===== src/rtl/vgm_wb_pkg.sv =====
// rtl/vgm_wb_pkg.sv - shared Wishbone slave types, widths and byte-lane merge helper
package vgm_wb_pkg;

   localparam int WB_DATA_W = 32;
   localparam int WB_ADR_W  = 32;
   localparam int WB_SEL_W  = 4;

   typedef enum logic [1:0] {
      IDLE,
      WAIT,
      RESP
   } wb_state_e;

   function automatic logic [WB_DATA_W-1:0] lane_merge(
      input logic [WB_DATA_W-1:0] old_word,
      input logic [WB_DATA_W-1:0] new_word,
      input logic [WB_SEL_W-1:0]  sel
   );
      logic [WB_DATA_W-1:0] merged;
      merged = old_word;
      for (int i = 0; i < WB_SEL_W; i++) begin
         if (sel[i]) begin
            merged[8*i +: 8] = new_word[8*i +: 8];
         end
      end
      return merged;
   endfunction

endpackage


===== src/rtl/vgm_wb_reg_bank.sv =====
// rtl/vgm_wb_reg_bank.sv - register storage with byte-enable write and combinational read
module vgm_wb_reg_bank
   import vgm_wb_pkg::*;
#(
   parameter int NUM_REGS = 16,
   parameter int IDX_W    = 4
) (
   input  logic                 CLK_I,
   input  logic                 RST_I,
   input  logic                 wr_en,
   input  logic [IDX_W-1:0]     wr_idx,
   input  logic [WB_DATA_W-1:0] wr_data,
   input  logic [WB_SEL_W-1:0]  wr_sel,
   input  logic [IDX_W-1:0]     rd_idx,
   output logic [WB_DATA_W-1:0] rd_data
);

   logic [WB_DATA_W-1:0] regs [NUM_REGS];

   // The caller only raises wr_en for decoded-legal indices.
   always_ff @(posedge CLK_I or posedge RST_I) begin
      if (RST_I) begin
         for (int i = 0; i < NUM_REGS; i++) begin
            regs[i] <= '0;
         end
      end else if (wr_en) begin
         regs[wr_idx] <= lane_merge(regs[wr_idx], wr_data, wr_sel);
      end
   end

   assign rd_data = regs[rd_idx];

endmodule


===== src/rtl/vgm_wb_slave_regs.sv =====
// rtl/vgm_wb_slave_regs.sv - Wishbone B4 classic slave register bank with wait states and error response
module vgm_wb_slave_regs
   import vgm_wb_pkg::*;
#(
   parameter int          NUM_REGS    = 16,
   parameter int          WAIT_STATES = 2,
   parameter logic [31:0] BASE_ADDR   = 32'h0000_0000
) (
   input  logic                 CLK_I,
   input  logic                 RST_I,
   input  logic                 CYC_I,
   input  logic                 STB_I,
   input  logic                 WE_I,
   input  logic [WB_ADR_W-1:0]  ADR_I,
   input  logic [WB_DATA_W-1:0] DAT_I,
   input  logic [WB_SEL_W-1:0]  SEL_I,
   output logic [WB_DATA_W-1:0] DAT_O,
   output logic                 ACK_O,
   output logic                 ERR_O
);

   localparam int IDX_W = (NUM_REGS > 1) ? $clog2(NUM_REGS) : 1;
   localparam int CNT_W = (WAIT_STATES > 0) ? $clog2(WAIT_STATES + 1) : 1;

   wb_state_e              state_q, state_d;
   logic [CNT_W-1:0]       cnt_q, cnt_d;
   logic                   req;
   logic [WB_ADR_W:0]      diff;
   logic                   legal_in;
   logic [IDX_W-1:0]       idx_in;
   logic                   legal_q, we_q;
   logic [IDX_W-1:0]       idx_q;
   logic [WB_DATA_W-1:0]   dat_q;
   logic [WB_SEL_W-1:0]    sel_q;
   logic                   from_idle;
   logic                   wr_we, wr_legal, wr_en;
   logic [IDX_W-1:0]       wr_idx;
   logic [WB_DATA_W-1:0]   wr_data;
   logic [WB_SEL_W-1:0]    wr_sel;
   logic [WB_DATA_W-1:0]   rd_data;

   assign req = CYC_I & STB_I;

   // Extra top bit is the borrow, set when ADR_I lies below BASE_ADDR.
   assign diff     = {1'b0, ADR_I} - {1'b0, BASE_ADDR};
   assign legal_in = !diff[WB_ADR_W] && (diff[1:0] == 2'b00)
                     && ({2'b00, diff[WB_ADR_W-1:2]} < 32'(NUM_REGS));
   assign idx_in   = diff[IDX_W+1:2];

   always_comb begin
      state_d = state_q;
      cnt_d   = cnt_q;
      case (state_q)
         IDLE: begin
            if (req) begin
               if (WAIT_STATES == 0) begin
                  state_d = RESP;
               end else begin
                  state_d = WAIT;
                  cnt_d   = CNT_W'(WAIT_STATES);
               end
            end
         end
         WAIT: begin
            cnt_d = cnt_q - 1'b1;
            if (!req) begin
               state_d = IDLE;
            end else if (cnt_q == CNT_W'(1)) begin
               state_d = RESP;
            end
         end
         RESP:    state_d = IDLE;
         default: state_d = IDLE;
      endcase
   end

   always_ff @(posedge CLK_I or posedge RST_I) begin
      if (RST_I) begin
         state_q <= IDLE;
         cnt_q   <= '0;
         legal_q <= 1'b0;
         we_q    <= 1'b0;
         idx_q   <= '0;
         dat_q   <= '0;
         sel_q   <= '0;
      end else begin
         state_q <= state_d;
         cnt_q   <= cnt_d;
         if (state_q == IDLE && req) begin
            legal_q <= legal_in;
            we_q    <= WE_I;
            idx_q   <= idx_in;
            dat_q   <= DAT_I;
            sel_q   <= SEL_I;
         end
      end
   end

   // With zero wait states the commit edge is also the sample edge, so take the live bus fields.
   assign from_idle = (state_q == IDLE);
   assign wr_we     = from_idle ? WE_I     : we_q;
   assign wr_legal  = from_idle ? legal_in : legal_q;
   assign wr_idx    = from_idle ? idx_in   : idx_q;
   assign wr_data   = from_idle ? DAT_I    : dat_q;
   assign wr_sel    = from_idle ? SEL_I    : sel_q;
   assign wr_en     = (state_d == RESP) && (state_q != RESP) && wr_we && wr_legal;

   vgm_wb_reg_bank #(
      .NUM_REGS (NUM_REGS),
      .IDX_W    (IDX_W)
   ) u_bank (
      .CLK_I   (CLK_I),
      .RST_I   (RST_I),
      .wr_en   (wr_en),
      .wr_idx  (wr_idx),
      .wr_data (wr_data),
      .wr_sel  (wr_sel),
      .rd_idx  (idx_q),
      .rd_data (rd_data)
   );

   assign ACK_O = (state_q == RESP) && legal_q;
   assign ERR_O = (state_q == RESP) && !legal_q;
   assign DAT_O = (ACK_O && !we_q) ? rd_data : '0;

endmodule


===== config.mk =====
export PLATFORM = sky130hd
export DESIGN_NAME = vgm_wb_slave_regs
export DESIGN_NICKNAME = d
export VERILOG_FILES = /design/src/rtl/vgm_wb_pkg.sv /design/src/rtl/vgm_wb_reg_bank.sv /design/src/rtl/vgm_wb_slave_regs.sv
export SDC_FILE = /design/constraint.sdc
export NUM_CORES = 1
export LEC_CHECK = 0
export ABC_CLOCK_PERIOD_IN_PS = 24500
export CAP_MARGIN = 20
export CORE_MARGIN = 1.5
export CORE_UTILIZATION = 60
export DETAILED_ROUTE_END_ITERATION = 7
export HOLD_SLACK_MARGIN = 0.12
export PLACE_DENSITY = 0.9
export SETUP_SLACK_MARGIN = 0.02
export SYNTH_ARGS = -nofsm -noshare
export SYNTH_HDL_FRONTEND = slang
export SYNTH_SLANG_ARGS = --single-unit

===== constraint.sdc =====
create_clock -name CLK_I -period 24.5 [get_ports CLK_I]
set_clock_uncertainty 0.2 [all_clocks]
set_input_delay 3.675 -clock CLK_I [delete_from_list [all_inputs] [get_ports CLK_I]]
set_output_delay 3.675 -clock CLK_I [all_outputs]
set_load 0.05 [all_outputs]

; Word-level counts from Yosys, hierarchy flattened
; Index checks and enable logic that the tools add are counted.
[word_totals]
ff_bits = 558
latch_bits = 0
ram_bits = 0
romBits = 0
in_bits = 73
out_inout_bits = 34
memories = 0
[classes]
addsub = 1
mul = 0
div_mod_pow = 0
order_cmp = 4
eq_ne = 6
shift = 0
n_mux = 29
bitwise_logic = 3
n_reduce_logical = 15
[op_table]
columns = cell, count
row1 = $bwmux 512, 1
row2 = $bmux 32 s4, 2
row3 = $mux 32, 7
row4 = $demux 32 s4, 1
row5 = $mux 8, 8
row6 = $lt 30x5->1 const B, 1
row7 = $ge 5x5->1 const B, 2
row8 = $not 4->5, 2
row9 = $logic_and 1x1->1, 9
row10 = $mux 2, 4
row11 = $mux 4, 2
row12 = $pmux 2 s2, 2
row13 = $lt 5x1->1 const B, 1
row14 = $eq 2x1->1 const B, 2
row15 = $eq 2x2->1 const B, 2
row16 = $logic_not 2->1, 2
row17 = $ne 2x2->1 const B, 2
row18 = $logic_not 1->1, 2
row19 = $mux 1, 2
row20 = $reduce_and 2->1, 1
row21 = $reduce_bool 2->1, 1
row22 = $sub 2x1->2 const B, 1
row23 = $and 1x1->1, 1

; Longest topological paths before layout
; Gate-level depths: netlist (run 1).
[logic_depth]
ltp_word = 10
mapped_depth = 12
ltp_nobuf = 8

; By module
; A second synthesis (run 1) with hierarchy kept.
[hier_totals]
hier_cells = 2701
area_unflattened_um2 = 30121.4
[modules_own_cells]
columns = mod, instances, cells_each, area_per_inst_um2, seq_area_each_um2
row1 = vgm_wb_reg_bank, 1, 2500, 27403.8, 12812.3
row2 = vgm_wb_slave_regs, 1, 201, 2717.6, 1151.1

; Worst setup path before layout (run 1)
; No wires, ideal clock.
[synth_path]
path_type = register to output
start = register idx_q[0]
end = output DAT_O[22]
arrival_time_ps = 2468
slack_ps = 18157
path_stages_with_launch = 6
path_cell_list = dfrtp_1 -> buf_2 -> buf_1 -> mux4_2 -> mux4_2 -> nor2b_1
[synth_via]
elab_chain_cells = 5
[synth_rtl]
columns = element, line_no
row1 = "start, declared", vgm_wb_slave_regs.sv:32  ; logic [IDX_W-1:0] idx_q;
row2 = "start signal, assigned", vgm_wb_slave_regs.sv:92  ; idx_q <= idx_in;
row3 = $not 4->5 (not written as such), vgm_wb_reg_bank.sv:31  ; assign rd_data = regs[rd_idx];
row4 = $bmux 32 s4, vgm_wb_reg_bank.sv:31
row5 = $mux 32 (not written as such) (2 in a row), vgm_wb_reg_bank.sv:31
row6 = $mux 32, vgm_wb_slave_regs.sv:124  ; assign DAT_O = (ACK_O && !we_q) ? rd_data : '0;
row7 = "end, declared", vgm_wb_slave_regs.sv:17  ; output logic [WB_DATA_W-1:0] DAT_O,
; No other way between the ends. The select of a mux whose other input is x is not followed.

; Worst setup path after layout (run 1)
[layout_path]
start = register idx_q[2]
end = output DAT_O[16]
; Same word-level chain as after synthesis.

==> results of run 1 <==
[flip-flops by register name, summed over array words and instances, names as in the netlist]
register and cells:
we_q 1, idx_q 4, sel_q 4, legal_q 1, dat_q 32, u_bank.regs 512, state_q 2, cnt_q 2
[cell usage after synthesis, types with 5 or more instances]
master    count  area share (%)
a211oi_1     24            0.58
a22o_1       21            0.60
a311oi_1     11            0.31
a31oi_1      11            0.22
and3_1       12            0.24
buf_1        25            0.30
buf_2        55            0.89
buf_4        29            0.70
buf_6         5            0.18
clkbuf_1    169             2.1
dfrtp_1     558              45
inv_1        15            0.18
mux2_2       42             1.5
mux2i_1     154             5.0
mux4_2      202              15
nand2_1     750             9.1
nand3b_1     42             1.0
nor2_1       11            0.13
nor2b_1      33            0.67
nor3b_1      12            0.29
nor4_1       10            0.20
nor4_2        8            0.32
nor4b_4      21             1.6
o211ai_1     17            0.41
o21ai_0     164             2.7
o21ai_1      15            0.24
o221ai_1     11            0.31
o22ai_1      64             1.3
o31ai_1     337             8.2
[path summary, 6_finish.rpt]
check	from	to	slack, ns
setup / recovery	idx_q[2]	DAT_O[16]	15.91
hold / removal	dat_q[16]	dat_q[16]	0.30
setup reg to reg	idx_q[1]	u_bank.regs[213]	18.76
hold reg to reg	dat_q[16]	dat_q[16]	0.30
max in group asynchronous	RST_I	u_bank.regs[173]	19.08
min in group asynchronous	RST_I	dat_q[26]	3.43
[critical path, delay by kind of cell (launching register included)]
family / cells / cell delay [ns]
buffers and inverters: 2 / 1.73
DFF: 1 / 1.11
muxes: 2 / 0.99
and+or+nand+nor: 1 / 0.18
[final cells by class]
type / count / area, um^2 / area share (%)
well taps: 672 / 840.8 / 2.444
inverters: 15 / 63.81 / 0.1854
clock buffers: 79 / 1599 / 4.647
clock inverters: 20 / 307.8 / 0.8945
multi-input cells: 2007 / 15700 / 45.63
flip-flops and latches: 558 / 13970 / 40.61
diodes: 1 / 2.502 / 0.007272
repair buffers: 205 / 1921 / 5.582
[metal layers]
layer | share of wire, % | vias to the layer above
met5 | 0 | -
met4 | 7.6 | 0
met3 | 16 | 766
met2 | 44 | 2719
met1 | 33 | 12946
li1 | - | 10601
[power groups by stage]
stage               combinational [mW]  sequential, mW  clock, mW
floorplan                        0.248           0.959          0
global placement                 0.304           0.982          0
detailed placement               0.314           0.984          0
CTS                              0.318           0.967      0.904
global route                     0.350           0.970      0.943
finish                           0.339           0.968      0.911
[logic make-up after synthesis]
logic type               count (synthesis)  share of synthesized area, %
AO/OA/AOI/OAI                          687                         15.12
adder cells (fa/ha/maj)                  1                       0.04048
buffers and inverters                  298                         4.315
flip-flops                             558                         45.18
multiplexers                           398                         21.24
AND/OR/NAND/NOR                        921                         14.10
[through the flow]
step                power [mW]  worst slack [ns]  cell area [um^2]  instances  utilization, %
floorplan                1.206             5.021             30910       2863               -
global placement         1.286             15.98             32250       3438           63.90
detailed placement       1.298             15.78             32290       3440           63.96
CTS                      2.188             15.90             34200       3539           67.74
global route             2.262             15.83             34410       3556           68.16
finish                   2.218             15.91             34410       3557           68.17
==> reports/qor.yml, run 1 <==
outcome: "finished with violations"
violations: "design-rule violations"
synth_nets: 2937
place.port_buffers: 106
cpPeakStageDelay_ns: 1.11
pwr-share-comb_pct: 15.3
gr-total-overflow: 0
synth-edff-count: 0
grt_usage_pct: 38.12
finalCriticalPeriod_ns: 8.588
post_cts_buffers: 0
cts_tree: "done"
pwr-share-seq_pct: 43.6
n_fill_cell: 3201
avgSynthCellArea_um2: 10.80
cp.arrival_ns: 4.71
place_hpwl_um: 56770
grt_use_met1_pct: 47.17
firstDrtPassIters: 8
clock_path_buffers: 3
max_freq_mhz: 116.4
grt_pass1_vias: 27235
hold_path_class: "reg2reg"
hold_violations: 0
cellPowerDensity_nw_per_um2: 64.46
use_met3_pct: 14.92
seq_area_frac_synth_pct: 45.18
nNetsFinal: 2916
ys_warn_count: 0
rsz0062_at_grt: "no"
rows: 82
slew_headroom_pct: 16.85
crit_fanout: 68
antenna_left: 0
setup_viol: 0
end_kind: "output port"
hold_depth: 1
synth_cell_type_count: 49
slew_violations: 0
final_common_cell: "nand2_1"
switching_share_pct: 28.38
dieArea_um2: 52880
r2r_cells: 10
period_share_pct: 35.05
grtUsageMet2_pct: 55.66
cpMaxStageDelayCell: "dfrtp_4"
synthArstFlopShare_pct: 100.0
drc: 1
path_clk_slew_ns: 0.06
path_class: "reg2out"
clock_sinks: 558
timing.hold.ws_ns: 0.2971
p_leak_nw: 14.05
drtIter0Drc: 4549
start_util_pct: 61.23
grt_pass1_wl_um: 155000
syn_area_um2: 30910
crit_chain: "buf_4 -> mux4_2 -> mux4_2 -> nor2b_1 -> clkdlybuf4s50_1"
ys_ff_latch: 558
worst_slew_pin_slew_ns: 1.243
wl_um: 102000
fp.dieW_um: 230.0
wl_per_cell_um: 28.67
setup_tns_ns: 0
insertion_delay_ns: 0.63
antenna_found_initial: 2
gp_congestion: 0.9094
cp-start-kind: "flip-flop"
vdd_drop_max_v: 0.00006267
maxCapViolCount: 0
grt_max_degree: 202
netSwitchingPower_uw: 629.5
ctsRootBufferMaster: "clkbuf_16"
syn_to_final_growth_pct: 11.33
drive_above_1_share_pct: 16.71
internal-power_mw: 1.588
cts_max_level: 2
cp.required_ns: 20.62
final_cell_mix: "nand2_1, dfrtp_1, o31ai_1, mux4_2, o21ai_0"
clockPowerShare_pct: 41.1
vias: 27032
postCtsResizedCells: 0
synth_cells: 2863
synth_flop_cell: "dfrtp_1"
crit_top_cell: "mux4_2"
top_usage_layer: "met2"
cts_hold_buf: 0
coreArea_um2: 50480
vias_per_cell: 7.600
numCtsBuffers: 55
die_y_um: 230.0
boundaryPins: 107
(Power assumes the default switching activity.)
==> run 2: changes to the inputs <==
ABC_CLOCK_PERIOD_IN_PS = 9000   (was 24500)
clock period = 9 ns   (was 24.5 ns; I/O delays follow)
==> reports/qor.yml, run 2 (synthesis gave the netlist of run 1 again) <==
p_leak_nw: 14.00
cp.required_ns: 7.45
outcome: "finished clean"
end_kind: "output port"
coreArea_um2: 50480
syn_to_final_growth_pct: 11.05
hold_depth: 1
gp_congestion: 0.9186
dieArea_um2: 52880
timing.hold.ws_ns: 0.2726
slew_violations: 0
placed_area_um2: 32200
period_share_pct: 68.58
vdd_drop_max_v: 0.0001496
r2r_cells: 9
setup_ws_ns: 2.828
vias: 26765
finalCriticalPeriod_ns: 6.172
final_util_pct: 68.00
hold_path_class: "reg2reg"
numCtsBuffers: 55
power_mw: 6.065
grt_usage_pct: 37.66
stdcell_count: 3544
cts_tree: "done"
drtIter0Drc: 4676
cts_max_level: 2
crit_chain: "buf_4 -> mux4_2 -> mux4_2 -> nor2b_1 -> clkdlybuf4s50_1"
place_hpwl_um: 55480
place.port_buffers: 106
nNetsFinal: 2899
cellPowerDensity_nw_per_um2: 176.7
path_class: "reg2out"
start_util_pct: 61.23
final_common_cell: "nand2_1"
rsz0062_at_grt: "no"
crit_fanout: 72
grt_pass1_vias: 27318
clock_sinks: 558
postCtsResizedCells: 0
crit_top_cell: "mux4_2"
grt_max_degree: 190
reg_top3: "u_bank.regs x512, dat_q x32"
die_y_um: 230.0
cts_hold_buf: 0
wl_um: 100100
setup_tns_ns: 0
rows: 82
cp.arrival_ns: 4.62
hold_violations: 0
insertion_delay_ns: 0.63
drive_above_1_share_pct: 16.78
gr-total-overflow: 0
wl_per_cell_um: 28.25
drc: 0
antenna_found_initial: 1
vias_per_cell: 7.552
dp.cells: 3427
clock_path_buffers: 3
setup_viol: 0
post_cts_buffers: 0
ctsRootBufferMaster: "clkbuf_16"
path_clk_slew_ns: 0.06
fp.dieW_um: 230.0
antenna_left: 0
slew_headroom_pct: 16.12
firstDrtPassIters: 7
preCtsSetupSlack_ns: 2.781
worst_slew_pin_slew_ns: 1.254
cpMaxStageDelayCell: "dfrtp_4"
fin_area_um2: 34320
cpPeakStageDelay_ns: 1.08
largest_reg_flops: 512
max_freq_mhz: 162.0
maxCapViolCount: 0
regMostFlops: "u_bank.regs"
cp-start-kind: "flip-flop"
antenna_cells: 0
final_cell_mix: "nand2_1, dfrtp_1, o31ai_1, mux4_2, o21ai_0"
boundaryPins: 107
grt_pass1_wl_um: 153400
-- run 2: cell types whose count changed in the layout (fill, tap and decap cells not counted), moves of 4 or more --
cell,previous run,this run
clkinvlp_4,3,7
buf_12,1,6
buf_16,5,1
buf_4,85,68
clkbuf_1,13,2
clkinv_2,9,15
clkinv_4,0,5
-- run 2: layer usage --
metal	GRT usage (%)	vias up	routed length, um
met5	0	-	4
met4	24.69	2	7692
met3	12.87	728	15100
met2	56.68	2602	44610
met1	46.43	12870	32720
li1	-	10563	-
-- run 2: where the power goes --
part,switching [mW],leakage (nW),internal (mW)
logic,0.607,5.33,0.311
clock network,1.06,0.973,1.47
registers,0.0734,7.70,2.55
total,1.74,14.0,4.33
-- run 2: critical path: cells and delay by family, from the launching register on --
kind                   cells  cell delay (ns)
multiplexers               2             0.98
flip-flops                 1             1.08
AND/OR/NAND/NOR            1             0.20
buffers and inverters      2             1.71
-- run 2: worst paths after layout --
check / start / to / slack (ns)
min: cnt_q[0] / cnt_q[0] / 0.27
min reg2reg: cnt_q[0] / cnt_q[0] / 0.27
min in group asynchronous: RST_I / u_bank.regs[244] / 0.86
max in group asynchronous: RST_I / idx_q[2] / 5.66
max: idx_q[2] / DAT_O[24] / 2.83
max reg2reg: idx_q[1] / u_bank.regs[220] / 3.99
-- run 2: final cells by class --
cell class | count | area (um^2)
timing repair buffer | 188 | 1762
tap | 672 | 840.8
fill | 3247 | 16160
sequential | 558 | 13970
clock inverter | 38 | 467.9
inverter | 15 | 60.06
multi-input combinational | 2007 | 15700
clock buffer | 66 | 1519
